File: config.mk
export PLATFORM = sky130hd
export DESIGN_NAME = qam_test_pattern_gen
export DESIGN_NICKNAME = d
export VERILOG_FILES = /design/src/rtl/qam_tpg_pkg.sv /design/src/rtl/qam_tick_gen.sv /design/src/rtl/qam_test_pattern_gen.sv
export SDC_FILE = /design/constraint.sdc
export NUM_CORES = 1
export LEC_CHECK = 0
export ABC_AREA = 1
export ABC_CLOCK_PERIOD_IN_PS = 2500
export BUFFER_PORTS_ARGS = -buffer_cell sky130_fd_sc_hd__buf_4
export CAP_MARGIN = 30
export CORE_MARGIN = 2
export CORE_UTILIZATION = 40
export DETAILED_ROUTE_END_ITERATION = 8
export PLACE_DENSITY = 0.63
export SYNTH_ARGS = -nofsm -noshare
export SYNTH_HDL_FRONTEND = slang
export SYNTH_HIERARCHICAL = 1
export SYNTH_SLANG_ARGS = --single-unit
File: constraint.sdc
create_clock -name clk_100mhz -period 2.5 [get_ports clk_100mhz]
set_input_delay 0.125 -clock clk_100mhz [delete_from_list [all_inputs] [get_ports clk_100mhz]]
set_output_delay 0.125 -clock clk_100mhz [all_outputs]
set_load 0.03 [all_outputs]
File: src/rtl/qam_tpg_pkg.sv
// Shared encodings and helpers for the QAM test-pattern generator: modes, FSM states,
// PRBS-7 polynomial and Gray-to-level constellation mapping.
package qam_tpg_pkg;

  typedef enum logic [1:0] {
    MODE_OFF   = 2'b00,
    MODE_MAN   = 2'b01,
    MODE_SWEEP = 2'b10,
    MODE_PRBS  = 2'b11
  } mode_e;

  typedef enum logic [1:0] {
    ST_IDLE    = 2'd0,
    ST_WAIT    = 2'd1,
    ST_PRESENT = 2'd2
  } state_e;

  // x^7 + x^6 + 1, Fibonacci form: feedback from bits 6 and 5, shifted in at bit 0
  localparam logic [6:0] PRBS7_SEED   = 7'h7F;
  localparam int         PRBS7_TAP_HI = 6;
  localparam int         PRBS7_TAP_LO = 5;

  function automatic logic [6:0] prbs7_step(input logic [6:0] s);
    return {s[5:0], s[PRBS7_TAP_HI] ^ s[PRBS7_TAP_LO]};
  endfunction

  // Fields up to 4 bits wide; narrower fields are zero-extended by the caller
  function automatic logic [3:0] gray2bin(input logic [3:0] g);
    logic [3:0] b;
    b[3] = g[3];
    b[2] = g[3] ^ g[2];
    b[1] = g[3] ^ g[2] ^ g[1];
    b[0] = g[3] ^ g[2] ^ g[1] ^ g[0];
    return b;
  endfunction

  // Level index L maps to AMP*((2^k-1) - 2L): Gray 0 is the most positive point
  function automatic int level(input logic [3:0] g, input int k, input int amp);
    return amp * (((1 << k) - 1) - 2 * int'(gray2bin(g)));
  endfunction

endpackage

File: src/rtl/qam_tick_gen.sv
// Free-running symbol tick: one-cycle pulse every TICK_DIV cycles, held at zero while clr is high.
// Tick is combinational from the counter; no backpressure, ticks are never queued.
module qam_tick_gen #(
  parameter int TICK_DIV = 100_000_000
) (
  input  logic clk,
  input  logic rst_n,
  input  logic clr,
  output logic tick
);

  localparam int             W    = (TICK_DIV > 1) ? $clog2(TICK_DIV) : 1;
  localparam logic [W-1:0]   LAST = W'(TICK_DIV - 1);

  logic [W-1:0] cnt;

  always_ff @(posedge clk) begin
    if (!rst_n || clr) begin
      cnt <= '0;
    end else if (cnt == LAST) begin
      cnt <= '0;
    end else begin
      cnt <= cnt + W'(1);
    end
  end

  assign tick = !clr && (cnt == LAST);

endmodule

File: src/rtl/qam_test_pattern_gen.sv
// Square M-QAM test-symbol source (manual / Gray sweep / PRBS-7) with reference bits; tick or man_load to sym_valid is 1 cycle,
// symbol held under backpressure with dropped ticks flagged in overrun. QAM_ERR_INJECT_EN adds periodic I-sign error injection.
module qam_test_pattern_gen
  import qam_tpg_pkg::*;
#(
  parameter int IQ_W         = 12,
  parameter int BITS_PER_SYM = 2,
  parameter int AMP          = 512,
  parameter int TICK_DIV     = 100_000_000,
  parameter int CNT_W        = 16
`ifdef QAM_ERR_INJECT_EN
  ,
  parameter int ERR_PERIOD   = 16
`endif
) (
  input  logic                    clk_100mhz,
  input  logic                    reset_btn_n,
  input  logic                    enable,
  input  logic [1:0]              mode,
  input  logic [BITS_PER_SYM-1:0] man_bits,
  input  logic                    man_load,
  input  logic                    sym_ready,
  output logic                    sym_valid,
  output logic signed [IQ_W-1:0]  i_out,
  output logic signed [IQ_W-1:0]  q_out,
  output logic [BITS_PER_SYM-1:0] ref_bits,
  output logic                    test_active,
  output logic [CNT_W-1:0]        sym_count,
  output logic                    overrun
`ifdef QAM_ERR_INJECT_EN
  ,
  output logic                    err_injected
`endif
);

  localparam int K       = BITS_PER_SYM / 2;
  localparam int MAX_LVL = AMP * ((1 << K) - 1);

  generate
    if (BITS_PER_SYM < 2 || BITS_PER_SYM > 8 || (BITS_PER_SYM % 2) != 0) begin : g_bad_bps
      $error("qam_test_pattern_gen: BITS_PER_SYM must be even and within 2..8");
    end
    if (MAX_LVL > (1 << (IQ_W - 1)) - 1) begin : g_bad_amp
      $error("qam_test_pattern_gen: AMP too large for IQ_W");
    end
    if (TICK_DIV < 1) begin : g_bad_div
      $error("qam_test_pattern_gen: TICK_DIV must be at least 1");
    end
  endgenerate

  state_e                    state;
  state_e                    state_nxt;
  logic [1:0]                mode_q;
  logic                      enable_q;
  logic                      act;
  logic                      clr;
  logic                      tick;
  logic                      load;
  logic                      accept;
  logic                      overrun_set;
  logic [BITS_PER_SYM-1:0]   n;
  logic [BITS_PER_SYM-1:0]   sym_bits;
  logic [BITS_PER_SYM-1:0]   prbs_bits;
  logic [6:0]                lfsr;
  logic [6:0]                lfsr_nxt;
  logic [3:0]                i_fld;
  logic [3:0]                q_fld;
  logic signed [IQ_W-1:0]    i_lvl;
  logic signed [IQ_W-1:0]    q_lvl;
  logic signed [IQ_W-1:0]    i_load;

  assign act = enable && (mode != MODE_OFF);
  // A mode change or enable falling abandons whatever is in flight
  assign clr = (mode != mode_q) || (enable_q && !enable);
  assign accept = sym_valid && sym_ready;
  assign load = (state == ST_WAIT) && !clr && ((mode == MODE_MAN) ? man_load : tick);
  assign overrun_set = (state == ST_PRESENT) && tick && !sym_ready && (mode != MODE_MAN);

  qam_tick_gen #(
    .TICK_DIV (TICK_DIV)
  ) u_tick (
    .clk   (clk_100mhz),
    .rst_n (reset_btn_n),
    .clr   (clr || !act),
    .tick  (tick)
  );

  always_ff @(posedge clk_100mhz) begin
    if (!reset_btn_n) begin
      state <= ST_IDLE;
    end else begin
      state <= state_nxt;
    end
  end

  always_comb begin
    state_nxt = state;
    if (clr || !act) begin
      state_nxt = ST_IDLE;
    end else begin
      case (state)
        ST_IDLE:    state_nxt = ST_WAIT;
        ST_WAIT:    if (load) state_nxt = ST_PRESENT;
        ST_PRESENT: if (sym_ready) state_nxt = ST_WAIT;
        default:    state_nxt = ST_IDLE;
      endcase
    end
  end

  always_comb begin
    sym_valid = (state == ST_PRESENT);
  end

  // All BITS_PER_SYM LFSR steps unrolled; the first new bit ends up in the MSB
  always_comb begin
    lfsr_nxt  = lfsr;
    prbs_bits = '0;
    for (int s = 0; s < BITS_PER_SYM; s++) begin
      lfsr_nxt  = prbs7_step(lfsr_nxt);
      prbs_bits = {prbs_bits[BITS_PER_SYM-2:0], lfsr_nxt[0]};
    end
  end

  always_comb begin
    case (mode)
      MODE_MAN:   sym_bits = man_bits;
      MODE_SWEEP: sym_bits = n ^ (n >> 1);
      MODE_PRBS:  sym_bits = prbs_bits;
      default:    sym_bits = '0;
    endcase
  end

  always_comb begin
    i_fld = '0;
    q_fld = '0;
    i_fld[K-1:0] = sym_bits[K-1:0];
    q_fld[K-1:0] = sym_bits[2*K-1:K];
    i_lvl = IQ_W'(level(i_fld, K, AMP));
    q_lvl = IQ_W'(level(q_fld, K, AMP));
  end

`ifdef QAM_ERR_INJECT_EN
  localparam int EW = (ERR_PERIOD > 1) ? $clog2(ERR_PERIOD) : 1;

  logic [EW-1:0] pres_cnt;
  logic          err_now;

  assign err_now = (pres_cnt == EW'(ERR_PERIOD - 1));
  assign i_load  = err_now ? -i_lvl : i_lvl;

  always_ff @(posedge clk_100mhz) begin
    if (!reset_btn_n || clr) begin
      pres_cnt     <= '0;
      err_injected <= 1'b0;
    end else if (load) begin
      pres_cnt     <= err_now ? '0 : pres_cnt + EW'(1);
      err_injected <= err_now;
    end else if (accept) begin
      err_injected <= 1'b0;
    end
  end
`else
  assign i_load = i_lvl;
`endif

  always_ff @(posedge clk_100mhz) begin
    if (!reset_btn_n) begin
      mode_q      <= MODE_OFF;
      enable_q    <= 1'b0;
      test_active <= 1'b0;
      sym_count   <= '0;
      n           <= '0;
      overrun     <= 1'b0;
      lfsr        <= PRBS7_SEED;
      i_out       <= '0;
      q_out       <= '0;
      ref_bits    <= '0;
    end else begin
      mode_q      <= mode;
      enable_q    <= enable;
      test_active <= act;
      if (clr) begin
        sym_count <= '0;
        n         <= '0;
        overrun   <= 1'b0;
        lfsr      <= PRBS7_SEED;
        i_out     <= '0;
        q_out     <= '0;
        ref_bits  <= '0;
      end else begin
        if (accept) begin
          sym_count <= sym_count + CNT_W'(1);
          n         <= n + BITS_PER_SYM'(1);
        end
        if (overrun_set) begin
          overrun <= 1'b1;
        end
        if (load) begin
          ref_bits <= sym_bits;
          i_out    <= i_load;
          q_out    <= q_lvl;
          if (mode == MODE_PRBS) begin
            lfsr <= lfsr_nxt;
          end
        end
      end
    end
  end

endmodule

Yosys cells after proc, flatten, opt, wreduce, memory -nomap -nowiden
Index checks and enable logic that the tools add are counted.
{"block": "word_totals", "register_bits": 67, "inputBits": 9, "out_inout_bits": 45}
{"block": "classes", "bitwise_logic": 4, "n_addsub": 5, "n_reduce_logical": 25, "eq_ne": 10, "n_mux": 5}
{"op": "$add 27x1->27 const B", "count": 1}
{"op": "$eq 27x27->1 const B", "count": 1}
{"op": "$add 16x1->16 const B", "count": 1}
{"op": "$pmux 2 s3", "count": 2}
{"op": "$logic_and 1x1->1", "count": 9}
{"op": "$eq 2x2->1 const B", "count": 3}
{"op": "$logic_not 1->1", "count": 6}
{"op": "$reduce_or 2->1", "count": 3}
{"op": "$sub 1x2->3 const A", "count": 2}
{"op": "$eq 2x1->1 const B", "count": 2}
{"op": "$mux 2", "count": 2}
{"op": "$ne 2x2->1 const B", "count": 2}
{"op": "$reduce_and 2->1", "count": 2}
{"op": "$logic_or 1x1->1", "count": 3}
{"op": "$add 2x1->2 const B", "count": 1}
{"op": "$logic_not 2->1", "count": 1}
{"op": "$ne 2x1->1 const B", "count": 1}
{"op": "$ne 2x2->1", "count": 1}
{"op": "$reduce_bool 2->1", "count": 1}
{"op": "$xor 1x1->1", "count": 2}
{"op": "$xor 2x1->2", "count": 1}
{"op": "$mux 1", "count": 1}
{"op": "$not 1->1", "count": 1}

Logic depth before layout (Yosys ltp)
Gate-level depths: netlist of run 1.
{"block": "logic_depth", "depth_word": 10, "ltp_mapped": 14, "ltp_nobuf": 13}

Hierarchy
Netlist of run 1, hierarchy kept.
{"module": "qam_test_pattern_gen", "n_inst": 1, "seq_area_each_um2": 700.7, "cells_each": 262, "area_per_inst_um2": 1858.0}
{"module": "qam_tick_gen", "n_inst": 1, "seq_area_each_um2": 540.5, "cells_each": 231, "area_per_inst_um2": 1491.4}

Least setup slack after synthesis of run 1
No wires, ideal clock.
{"block": "synth_path", "path_kind": "register -> register", "startpoint": "reg u_tick.cnt[0]", "endpoint": "reg lfsr[2]", "path_stages_with_launch": 13, "required_time_ns": 2.380, "setup_slack_ns": 0.669, "synth_period_minus_slack_ns": 1.831, "setup_time_ns": 0.120, "n_path_buf": 0, "arrival_time_ns": 1.710, "cell_sequence": "dfxtp_1 ha_1 nand3_1 inv_2 nand2_4 nor2_4 nand2_2 nor2_1 nand2_1 a21oi_4 nand3_4 nand2_1 nand3_1"}
{"block": "synth_between", "elab_chain_len": 5}
{"item": "from (decl)", "line": "qam_tick_gen.sv:15", "rtl": "logic [W-1:0] cnt;"}
{"item": "from (signal assigned)", "line": "qam_tick_gen.sv:23", "rtl": "cnt <= cnt + W'(1);"}
{"item": "$eq 27x27->1", "line": "qam_tick_gen.sv:27", "rtl": "assign tick = !clr && (cnt == LAST);"}
{"item": "$logic_and 1x1->1", "line": "qam_tick_gen.sv:27"}
{"item": "via tick", "line": "qam_test_pattern_gen.sv:57", "rtl": "logic tick;"}
{"item": "$mux 1", "line": "qam_test_pattern_gen.sv:76", "rtl": "assign load = (state == ST_WAIT) && !clr && ((mode == MODE_MAN) ? man_load : tick);"}
{"item": "$logic_and 1x1->1", "line": "qam_test_pattern_gen.sv:76"}
{"item": "$reduce_and 2->1 (no line)"}
{"item": "to (signal assigned)", "line": "qam_test_pattern_gen.sv:203", "rtl": "lfsr <= lfsr_nxt;"}
{"item": "to (decl)", "line": "qam_test_pattern_gen.sv:64", "rtl": "logic [6:0] lfsr;"}
The timed path passes the listed nets, and every way through them passes these cells.
A chain may end at the register's enable or synchronous reset.

Worst setup path in the final report of run 1
{"block": "layout_path", "startpoint": "reg u_tick.cnt[0]", "endpoint": "reg lfsr[5]"}
The elaborated chain is that of the path after synthesis.

==> results of run 1 <==
-- worst max-delay path: stages (launching register included) --
cell and delay, ps:
dfxtp_1 360, ha_1 190, nand3_1 130, inv_2 130, nand2_4 90, nor2_4 90
nand2_2 80, nor2_1 130, nand2_1 110, a21oi_4 320, nand3_4 160, nand2_1 90
nand3_1 60
-- stage by stage --
step | area, um^2 | utilization | worst slack (ps) | hold WS, ps | total power [mW]
2_1_floorplan | 3413 | - | 669.4 | 218.5 | 1.128
3_3_place_gp | 3590 | 0.4391 | 522.3 | 328.3 | 1.125
3_5_place_dp | 3590 | 0.4391 | 459.6 | 341.7 | 1.126
4_1_cts | 3810 | 0.4660 | 454.1 | 5.135 | 2.029
5_1_grt | 3810 | 0.4660 | 197.3 | 11.93 | 2.082
6_report | 3810 | 0.4660 | 460.0 | 19.27 | 2.000
-- cell families after synthesis --
logic type,after synthesis,synth area share
other,1,0.001120
buffers and inverters,96,0.1446
XOR/XNOR,13,0.03399
AO/OA/AOI/OAI,32,0.05790
flip-flops,62,0.3706
adder cells (fa/ha/maj),2,0.007470
AND/OR/NAND/NOR,287,0.3844
-- layout make-up --
cell class                 instances  area share
multi-input combinational        352      0.4430
sequential                        62      0.3258
timing repair buffer              39     0.07816
inverter                          67     0.06601
clock buffer                      11     0.03711
tap                              105     0.03448
clock inverter                     5     0.01544
-- repair_timing --
action	CTS	global route
hold buffers	2	0
hold endpoints to repair	2	0
setup endpoints to repair	0	0
-- power groups by stage --
stage	logic (mW)	clock network [mW]	registers [mW]
detailed placement	0.110	0	1.02
global placement	0.109	0	1.02
floorplan	0.110	0	1.02
CTS	0.112	0.923	0.994
finish	0.112	0.894	0.994
global route	0.124	0.965	0.994
-- worst paths after layout --
| path | start | end | slack [ps] | cells after the start |
|---|---|---|---|---|
| worst max register to register | u_tick/cnt[0] | lfsr[5] | 460 | 12 |
| worst max-delay path | u_tick/cnt[0] | lfsr[5] | 460 | 12 |
| worst min register to register | lfsr[3] | lfsr[3] | 460 | 2 |
| worst min-delay path | mode[1] | mode_q[1] | 20 | 3 |
-- registers in the layout, indices dropped and copies added (netlist names) --
| name | cells |
|---|---|
| test_active | 1 |
| state | 2 |
| n | 2 |
| overrun | 1 |
| ref_bits | 1 |
| u_tick/cnt | 27 |
| enable_q | 1 |
| sym_count | 16 |
| q_out | 2 |
| mode_q | 2 |
| lfsr | 7 |
-- placed cells by master (no fill, tap or decap), types with 4 or more instances in the layout --
cell and count:
inv_1 62, nand3_1 36, nand2_2 4, inv_2 5, conb_1 18, nor2_2 5, clkbuf_8 10, buf_4 37
nor2_1 79, a21oi_1 15, xor2_1 10, nand4_1 9, o21bai_1 4, nand2_1 135, dfxtp_1 62, nor2_4 5
o21ai_0 8
-- layer usage --
layer | track usage | vias up | part of all wire | routed length, um
met3 | 0.03953 | 10 | 0.049 | 324
met1 | 0.1984 | 1246 | 0.49 | 3241
met2 | 0.2594 | 66 | 0.45 | 2963
li1 | - | 1561 | - | -
met5 | 0 | - | 0 | 0
met4 | 0.08214 | 0 | 0.019 | 125
==> results.json, run 1 <==
{
  "status": "completed",
  "synth_top_cells_by_count": "nand2_1 (135), nor2_1 (79), dfxtp_1 (62), inv_1 (62), nand3_1 (36)",
  "initialDrtViolationCount": 145,
  "cp.required_ps": 2730,
  "peakVddDrop_uv": 248.5,
  "grt_overflow": 0,
  "instances_no_fill": 641,
  "yosys_register_bits": 62,
  "swShare": 0.2470,
  "power_frac_seq": 0.497,
  "critPathLaunchType": "flip-flop",
  "p_per_area_mw_per_mm2": 524.8,
  "setup_tns_ps": 0,
  "finalWirelength_um": 6654,
  "comb_power_share": 0.056,
  "async_reset_ff_frac": 0,
  "synth.avg_cell_area_um2": 6.794,
  "grt_pass1_vias": 2641,
  "yosysTopAreaCell": "dfxtp_1",
  "syn_area_mm2": 0.003349,
  "cp_max_fo": 10,
  "finalClockSkew_ps": 5.944,
  "via_per_inst": 4.498,
  "fillers": 831,
  "coreArea_mm2": 0.008175,
  "routabilityCongestion": 0.8267,
  "drc": 0,
  "leakagePower_nw": 1.615,
  "end_kind": "flip-flop",
  "multiInputGateArea_mm2": 0.001688,
  "netlist_instances": 493,
  "fmax_ghz": 0.4902,
  "port-buffer-count": 35,
  "via_count": 2883,
  "die_y_um": 95.51,
  "ys_seq_area_frac": 0.3706,
  "ios": 54,
  "fp-row-count": 33,
  "clock-sinks": 62,
  "clockBufferDepth": 2,
  "post_drt_wl_per_cell_um": 10.38,
  "root_buffer": "clkbuf_8",
  "cts_setup_buffers": 0,
  "synth_cell_types": 31,
  "synth-edff-count": 0,
  "synthTopCellsByArea": "dfxtp_1 (37%), nand2_1 (15%), nor2_1 (8.9%)",
  "final_antenna_net_count": 0,
  "antenna_found_initial": 0,
  "die_width_um": 95.51,
  "dr.pass1.iters": 4,
  "p_switching_uw": 493.9,
  "cts_tree": "done",
  "regArea_mm2": 0.001241,
  "grt_max_degree": 28,
  "grt_pass1_wl_um": 11410,
  "critPathKind": "reg2reg",
  "h-tree-depth": 3,
  "synth_top_area_frac": 0.3706,
  "synth_ff_type": "dfxtp_1",
  "clkPwrFrac": 0.447,
  "period_minus_slack_ps": 2040,
  "die_area_mm2": 0.009121,
  "grtUsageTotal": 0.1606,
  "arrival_ps": 2270,
  "min_path_type": "in2reg",
  "drv_slew": 0,
  "diodes": 0,
  "start_util": 0.4097,
  "rsz0062_at_grt": "false",
  "placed_cells": 623,
  "nets": 542,
  "drive_gt1_frac": 0.1586,
  "cts_buffers": 9,
  "clkTransAtPathRegs_ps": 70,
  "yosysWarnings": 6,
  "synth.most_common_cell": "nand2_1",
  "intPower_mw": 1.506,
  "drv_cap": 0,
  "hold_viol": 0,
  "clk-insertion-delay-late_ps": 340,
  "area_growth_pct": 13.75,
  "setup_viol": 0,
  "dp_hpwl_um": 4955,
  "fin_crit_sh": 0.8160,
  "cts_resized": 0
}
(Power assumes the default switching activity.)
==> inputs of run 2 (changes only) <==
--- a/config.mk
+++ b/config.mk
@@ -6,13 +6,13 @@
 export NUM_CORES = 1
 export LEC_CHECK = 0
 export ABC_AREA = 1
-export ABC_CLOCK_PERIOD_IN_PS = 2500
+export ABC_CLOCK_PERIOD_IN_PS = 1800
 export BUFFER_PORTS_ARGS = -buffer_cell sky130_fd_sc_hd__buf_4
 export CAP_MARGIN = 30
 export CORE_MARGIN = 2
 export CORE_UTILIZATION = 40
 export DETAILED_ROUTE_END_ITERATION = 8
-export PLACE_DENSITY = 0.63
+export PLACE_DENSITY = 0.65
 export SYNTH_ARGS = -nofsm -noshare
 export SYNTH_HDL_FRONTEND = slang
 export SYNTH_HIERARCHICAL = 1
==> constraint.sdc (replaced) <==
create_clock -name clk_100mhz -period 1.8 [get_ports clk_100mhz]
set_input_delay 0.09 -clock clk_100mhz [delete_from_list [all_inputs] [get_ports clk_100mhz]]
set_output_delay 0.09 -clock clk_100mhz [all_outputs]
set_load 0.03 [all_outputs]
==> run 2 against run 1 <==
The run now ends with setup timing left. Clock power increased by 42%. Non-clock buffer count increased by 32. Register-to-register slack got worse by 480 ps. First-iteration DRC count decreased by 44%. Setup slack got worse by 480 ps. Hold slack improved by 77 ps. Total power increased by 41%. Cell area increased by 8.8%. Fmax increased by 12%. Largest power group unchanged. Highest routed layer unchanged.
==> results.json, run 2 (synthesis gave the netlist of run 1 again) <==
{
  "status": "finished with violations",
  "violations": "setup timing",
  "crit_path_max_incr_delay_ps": 360,
  "end_kind": "flip-flop",
  "p_per_area_mw_per_mm2": 679.6,
  "fmax_ghz": 0.5485,
  "largest_register": "u_tick/cnt",
  "hold_end": "state[1]",
  "cts_tree": "done",
  "nets": 574,
  "clock-sinks": 62,
  "diodes": 0,
  "regArea_mm2": 0.001246,
  "finalWirelength_um": 7357,
  "fillers": 801,
  "die_y_um": 95.51,
  "arrival_ps": 2060,
  "final_antenna_net_count": 0,
  "drc": 0,
  "grt_overflow": 0,
  "fin_ws_ps": -23.11,
  "reg_top3": "u_tick/cnt (27), sym_count (16), lfsr (7)",
  "placed_cells": 646,
  "antenna_found_initial": 0,
  "finalClockSkew_ps": 12.65,
  "grt_pass1_vias": 2756,
  "die_width_um": 95.51,
  "start_util": 0.4097,
  "root_buffer": "clkbuf_8",
  "dp_hpwl_um": 5298,
  "setup_tns_ps": -47.59,
  "multiInputGateArea_mm2": 0.001758,
  "crit_slowest_cell": "dfxtp_2",
  "grt_pass1_wl_um": 11990,
  "post_drt_wl_per_cell_um": 10.93,
  "drv_slew": 0,
  "peakVddDrop_uv": 460.7,
  "final_common_cell": "nand2_1",
  "rr_startpoint": "u_tick/cnt[0]",
  "period_minus_slack_ps": 1823,
  "r2r-end": "lfsr[5]",
  "grt_max_degree": 28,
  "port-buffer-count": 35,
  "drv_cap": 0,
  "rrSetupSlack_ps": -20,
  "leakagePower_nw": 1.797,
  "clockBufferDepth": 2,
  "rsz0062_at_grt": "true",
  "clk-insertion-delay-late_ps": 350,
  "fp-row-count": 33,
  "fin_total_pwr_mw": 2.817,
  "die_area_mm2": 0.009121,
  "via_count": 3098,
  "via_per_inst": 4.603,
  "critPathKind": "reg2reg",
  "largest_register_ffs": 27,
  "cp.required_ps": 2040,
  "setup_viol": 5,
  "area_growth_pct": 23.76,
  "initialDrtViolationCount": 81,
  "ios": 54,
  "dr.pass1.iters": 5,
  "instances_no_fill": 673,
  "hp-start": "sym_ready",
  "worst_hold_slack_ps": 95.81,
  "hold_depth": 4,
  "finish.utilization": 0.5070,
  "h-tree-depth": 3,
  "clkTransAtPathRegs_ps": 80,
  "grtUsageTotal": 0.1675,
  "min_path_type": "in2reg",
  "mostFrequentLayoutCells": "nand2_1 (131), nor2_1 (74), buf_4 (65), inv_1 (59), dfxtp_1 (58)",
  "cts_buffers": 9,
  "drive_gt1_frac": 0.2394,
  "critPathLaunchType": "flip-flop",
  "routabilityCongestion": 0.8414,
  "crit_chain": "ha_4 > nand3_4 > inv_4 > nand2_4 > nor2_4 > nand2_4 > nor2_4 > nand2_2 > a21oi_4 > nand3_4 > nand2_2 > nand3_2",
  "coreArea_mm2": 0.008175,
  "fin_crit_sh": 1.013,
  "hold_viol": 0,
  "cp_max_fo": 7,
  "rr_worst_depth": 12
}
[run 2: through the flow]
stage | instance area (um^2) | setup WS [ps]
6_report | 4145 | -23.11
5_1_grt | 4145 | -146.7
4_1_cts | 4055 | 6.434
3_5_place_dp | 3772 | -44.76
3_3_place_gp | 3772 | 34.62
2_1_floorplan | 3423 | 2.030
[run 2: repair_timing]
item                                    4_1_cts  5_1_grt
endpoints found under the hold margin         3        0
hold buffers                                  5        0
pin swaps                                     2       12
endpoints found under the setup margin        7       12
resized for setup                             5       20
buffers inserted                              2        4
[run 2: how the worst max path moves through the flow]
| stage | depth (start not counted) | to | start | slack (ps) |
|---|---|---|---|---|
| after floorplan | 12 | lfsr[2] | u_tick/cnt[0] | 2 |
| after global placement | 12 | lfsr[2] | u_tick/cnt[1] | 30 |
| after detailed placement | 12 | lfsr[5] | u_tick/cnt[1] | -40 |
| after CTS | 12 | lfsr[5] | u_tick/cnt[1] | 6 |
| after global routing | 12 | lfsr[5] | u_tick/cnt[0] | -150 |
| final | 12 | lfsr[5] | u_tick/cnt[0] | -20 |
[run 2: area by class of cell]
type / instances / area share
clock buffer: 9 / 0.02988
clock inverter: 7 / 0.01932
inverter: 67 / 0.06188
multi-input combinational: 352 / 0.4241
sequential: 62 / 0.3006
tap: 105 / 0.03169
timing repair buffer: 71 / 0.1325
[run 2: where the power goes]
group          internal [mW]  switching, mW  total, mW
combinational         0.0432          0.123      0.166
clock                  0.655          0.616       1.27
sequential              1.38        0.00360       1.38
[run 2: routing by layer]
metal  global-route usage  wire (um)
met1               0.2041       3294
met2               0.2829       3624
met3              0.05296        340
met4              0.05000         97
met5                    0          0
[run 2: worst max-delay path: cells and delay by family (launching register included)]
family,cells,cell delay (ps)
adder cells (fa/ha/maj),1,150
AO/OA/AOI/OAI,1,280
AND/OR/NAND/NOR,9,850
flip-flops,1,360
buffers and inverters,1,80
